[src/rtl/alu_stream.sv]
// rtl/alu_stream.sv - WIDTH-bit ALU with a registered compute stage and a DEPTH-entry response FIFO.
// Optional feature macro: ALU_ERR_EN (adds o_resp_err, flags opcode 7).
module alu_stream #(
  parameter int WIDTH = 8,
  parameter int DEPTH = 4
) (
  input  logic               i_clk,
  input  logic               i_rst,
  input  logic               i_req_valid,
  output logic               o_req_ready,
  input  logic [2:0]         i_req_op,
  input  logic [WIDTH-1:0]   i_req_op1,
  input  logic [WIDTH-1:0]   i_req_op2,
  output logic               o_resp_valid,
  input  logic               i_resp_ready,
  output logic [2*WIDTH-1:0] o_resp_result
`ifdef ALU_ERR_EN
  ,
  output logic               o_resp_err
`endif
);

  localparam int RW = 2 * WIDTH;
  localparam int SW = $clog2(RW);
  localparam int PW = $clog2(DEPTH);
  localparam int CW = $clog2(DEPTH + 1);

  logic [RW-1:0] w_a;
  logic [RW-1:0] w_b;
  logic [RW-1:0] w_alu;
  logic          w_acc;
  logic          w_push;
  logic          w_pop;
  logic [CW-1:0] w_count_next;
  logic [CW:0]   w_occ_next;

  logic          r_req_ready;
  logic          r_s1_valid;
  logic [RW-1:0] r_s1_result;
  logic [RW-1:0] r_mem [DEPTH];
  logic [PW-1:0] r_wr_ptr;
  logic [PW-1:0] r_rd_ptr;
  logic [CW-1:0] r_count;

  function automatic logic [PW-1:0] f_inc(input logic [PW-1:0] p);
    return (p == PW'(DEPTH - 1)) ? '0 : p + PW'(1);
  endfunction

  always_comb begin
    w_a   = {{WIDTH{1'b0}}, i_req_op1};
    w_b   = {{WIDTH{1'b0}}, i_req_op2};
    w_alu = '0;
    case (i_req_op)
      3'd0:    w_alu = w_a + w_b;
      3'd1:    w_alu = w_a - w_b;
      3'd2:    w_alu = w_a & w_b;
      3'd3:    w_alu = w_a | w_b;
      3'd4:    w_alu = w_a ^ w_b;
      3'd5:    w_alu = w_a * w_b;
      3'd6:    w_alu = w_a << i_req_op2[SW-1:0];
      default: w_alu = '0;
    endcase
  end

  // S1 never stalls: ready already guarantees a FIFO slot for whatever sits in S1.
  assign w_acc        = i_req_valid & r_req_ready;
  assign w_push       = r_s1_valid;
  assign w_pop        = o_resp_valid & i_resp_ready;
  assign w_count_next = r_count + CW'(w_push) - CW'(w_pop);
  assign w_occ_next   = (CW+1)'(w_count_next) + (CW+1)'(w_acc);

  always_ff @(posedge i_clk or posedge i_rst) begin
    if (i_rst) begin
      r_req_ready <= 1'b0;
      r_s1_valid  <= 1'b0;
      r_s1_result <= '0;
      r_wr_ptr    <= '0;
      r_rd_ptr    <= '0;
      r_count     <= '0;
    end else begin
      r_req_ready <= w_occ_next < (CW+1)'(DEPTH);
      r_s1_valid  <= w_acc;
      if (w_acc) r_s1_result <= w_alu;
      if (w_push) r_wr_ptr <= f_inc(r_wr_ptr);
      if (w_pop) r_rd_ptr <= f_inc(r_rd_ptr);
      r_count     <= w_count_next;
    end
  end

  always_ff @(posedge i_clk) begin
    if (w_push) r_mem[r_wr_ptr] <= r_s1_result;
  end

  assign o_req_ready   = r_req_ready;
  assign o_resp_valid  = (r_count != '0);
  assign o_resp_result = o_resp_valid ? r_mem[r_rd_ptr] : '0;

`ifdef ALU_ERR_EN
  logic w_illegal;
  logic r_s1_err;
  logic r_err_mem [DEPTH];

  assign w_illegal = (i_req_op == 3'd7);

  always_ff @(posedge i_clk or posedge i_rst) begin
    if (i_rst) r_s1_err <= 1'b0;
    else if (w_acc) r_s1_err <= w_illegal;
  end

  always_ff @(posedge i_clk) begin
    if (w_push) r_err_mem[r_wr_ptr] <= r_s1_err;
  end

  assign o_resp_err = o_resp_valid ? r_err_mem[r_rd_ptr] : 1'b0;
`endif

endmodule

[config.mk]
export PLATFORM = sky130hd
export DESIGN_NAME = alu_stream
export DESIGN_NICKNAME = d
export VERILOG_FILES = /design/src/rtl/alu_stream.sv
export SDC_FILE = /design/constraint.sdc
export NUM_CORES = 1
export LEC_CHECK = 0
export CAP_MARGIN = 25
export CORE_UTILIZATION = 40
export DETAILED_ROUTE_END_ITERATION = 8
export PLACE_DENSITY_LB_ADDON = 0.1
export SLEW_MARGIN = 20
export SYNTH_ARGS = -nofsm -noshare
export SYNTH_HDL_FRONTEND = slang
export SYNTH_SLANG_ARGS = --single-unit
[constraint.sdc]
create_clock -name i_clk -period 2.65 [get_ports i_clk]
set_input_delay 0.53 -clock i_clk [delete_from_list [all_inputs] [get_ports i_clk]]
set_output_delay 0.53 -clock i_clk [all_outputs]
set_load 0.02 [all_outputs]
==> metrics.cfg <==
[power_and_ir_drop]
power.density_nw_per_um2=779.7
power_leakage_nw=4.279
total_power_mw=7.647
ir_drop_uv=678.4

[synthesis]
netlist_instances=690
syn_nets=820
synth-xor-area-share=0.02073
syn_area_um2=7183
yosys.area_share.simple=0.1294
synthArstFlopShare=0.2809
seq_area_frac_synth=0.3546
synth-seq-cells=89
syn_area_per_cell_um2=10.41
yosys_warnings=0
synth_adder_area_share=0.2271
synth_edf_count=64
ys.flop_type=edfxtp_1
synth_compound_area_frac=0.1212
yosysUniqueCellTypes=61
synth_top_family_by_area=adder cells
synth_mux_area_frac=0.08570

[setup_path]
reg2reg_slack_ps=350
cp_max_fo=5
cp_top_family=adder cells
cpMostUsedCell=fa_1
cp.required_ps=2860
start_kind=input port
r2r-end=o_req_ready
crit_chain=buf_8 -> buf_8 -> clkinv_8 -> nor2_4 -> fa_2 -> fa_1 -> inv_1 -> fa_1 -> fa_1 -> inv_2 -> ha_4 -> nand3_4 -> a21boi_4 -> nor3_2 -> a211oi_2 -> o31ai_2 -> a221o_1
slowest_delay_ps=540
path_class=input port to flop
reg2reg_depth=9
cp_num_buf_inv=5
endpoint_kind=flop
crit_path_top_delay_cell=fa_1
reg2reg_from=r_count[1]
critPathArrivalTime_ps=4130

[clocking]
path_clk_slew_ps=60
clock_latency_ps=330
h-tree-depth=3
clock-sinks=89
cts_root_buffer=clkbuf_16
clockBufferDepth=2
cts_tree=yes
numCtsBuffers=9
holdBufCountCts=0

[placement]
dp_hpwl_um=16360
dp_slack_ps=-2189
place_congestion=0.9043
io_buffer_count=40

[floorplanning]
die_y_um=136.0
rows=48
die_x_um=136.0
io-pin-count=41
core_area_um2=17420
dieArea_um2=18500
initial_utilization=0.4124

[drt]
drtPass1Iterations=4
met3WireLength_um=421
drcViolationCount=0
detail-route-antenna-nets=0
wl_met1_um=8888
wl_met2_um=10340
viasPerCell=5.234
wirelength_um=20270
avgRoutedWirePerCell_um=18.44
drt-initial-drc-count=343
route.top_layer_used=met4
vias=5752

[global_route]
grt_start_max_net_pins=32
grtUsageTotal=0.2329
grt_pass1_vias=6162
grt.overflow.total=0
antenna_found_initial=0
grt_pass1_wl_um=32540

[finish]
antenna_cells=0
final_nets=999
syn_to_final_growth_pct=36.53
mostFrequentLayoutCell=buf_4
layout_common_cells=145 x buf_4, 64 x edfxtp_1, 58 x inv_1, 51 x ha_1, 50 x nand2_1
final_layout_size_suffix_gt1_frac=0.3501

[timing]
slew_headroom=0.5581
fin_ws_ps=-1273
fin_hold_ws_ps=523.2
period_needed_ps=3923
hold_viol_final=0
fin_crit_sh=1.481
drv_slew=0
rsz0062_at_grt=yes
finClkSkew_ps=5.639
max_freq_ghz=0.2549
tightest_slew_ps=653.6
setup_viol=13

[hold_path]
hp-class=flop to flop
holdPathStages=0
min_from=r_s1_result[1]
hold_end=r_mem[1][1]

[run_status]
violations=setup timing
status=finished, violations left

[flow_run]
max_cap_violations=0

-- logic make-up (layout without fill, tap and decap cells) --
| kind of cell | count (synthesis) | after routing |
|---|---|---|
| buf+inv | 114 | 298 |
| mux | 35 | 35 |
| flops | 89 | 89 |
| simple gates | 198 | 198 |
| fa+ha+maj | 107 | 107 |
| xor+xnor | 17 | 17 |
| compound gates | 130 | 130 |
-- stage by stage --
step / TNS [ps] / instances / util / instance area, um2
final: -13590 / 1099 / 0.5631 / 9807
after global routing: -15100 / 1099 / 0.5631 / 9807
after CTS: -13270 / 1094 / 0.5563 / 9688
after detailed placement: -27640 / 1061 / 0.5161 / 8989
after global placement: -26700 / 1061 / 0.5161 / 8989
after floorplan: -15030 / 690 / - / 7403
-- timing repair --
item                                    4_1_cts  5_1_grt
setup buffers                                17        5
gates resized for setup                     174       21
pin swaps                                    45       27
endpoints found under the setup margin       27       17
-- synthesized netlist by cell type (3+ instances only) --
cell	number	area share
a211oi_1	5	0.0052
a21o_1	7	0.0073
a21oi_1	26	0.018
a221o_1	4	0.0056
a221oi_1	7	0.0085
a22oi_1	4	0.0042
a31oi_1	5	0.0044
and2_1	25	0.022
buf_2	3	0.0021
clkbuf_1	23	0.012
dfrtp_1	25	0.087
edfxtp_1	64	0.27
fa_1	39	0.11
ha_1	68	0.12
inv_1	83	0.043
mux2_2	5	0.0078
mux2i_1	9	0.013
mux4_2	19	0.060
nand2_1	54	0.028
nand2b_1	4	0.0035
nand3_1	10	0.0070
nand3b_1	4	0.0042
nor2_1	66	0.034
nor2b_1	7	0.0061
nor3_1	13	0.0091
nor4_1	4	0.0035
o211ai_1	9	0.0094
o21a_1	4	0.0042
o21ai_0	30	0.021
o221ai_1	3	0.0037
o22ai_1	4	0.0035
o31ai_1	4	0.0042
or3_1	3	0.0026
xnor2_1	13	0.016
xor2_1	4	0.0049
-- flip-flops by register name, indices dropped and copies added (netlist names) --
name and flops:
r_count 3, r_rd_ptr 2, r_wr_ptr 2, r_s1_result 16, o_req_ready 1, r_s1_valid 1
r_mem 64
-- worst register-to-register path, delay by kind of cell, from the launching register on --
kind                       cells  cell delay (ps)
AOI/OAI and AO/OA              1               70
xor gates and xnor gates       1              210
adders and majority gates      3              830
buffers and inverters          2              110
DFF                            1              400
and+or+nand+nor                2              580
-- metal layers --
metal | track usage | up-vias
li1 | - | 2795
met1 | 0.2853 | 2801
met2 | 0.4120 | 121
met3 | 0.02200 | 35
met4 | 0.1068 | 0
met5 | 0 | -
-- cell type report --
cell class	instances	area, um2
Sequential cell	89	2547
Inverter	85	355.3
Tap cell	225	281.5
Fill cell	1528	7610
Timing Repair Buffer	197	1657
Multi-Input combinational cell	487	4667
Clock inverter	4	52.55
Clock buffer	12	246.5
-- power by group --
part / total [mW] / switching, mW / internal, mW
sequential: 2.16 / 0.227 / 1.94
combinational: 4.24 / 2.16 / 2.08
clock: 1.24 / 0.487 / 0.758
-- worst max-delay path by stage --
stage	startpoint	endpoint	slack [ps]	cells past startpoint
after floorplan	i_req_op2[2]	r_s1_result[12]	-1380	16
after global placement	i_req_op1[3]	r_s1_result[7]	-2090	16
after detailed placement	i_req_op2[2]	r_s1_result[12]	-2190	16
after CTS	i_req_op1[2]	r_s1_result[15]	-1160	17
after global routing	i_req_op2[2]	r_s1_result[7]	-1360	17
final	i_req_op2[3]	r_s1_result[7]	-1270	17
(Power assumes the default switching activity.)
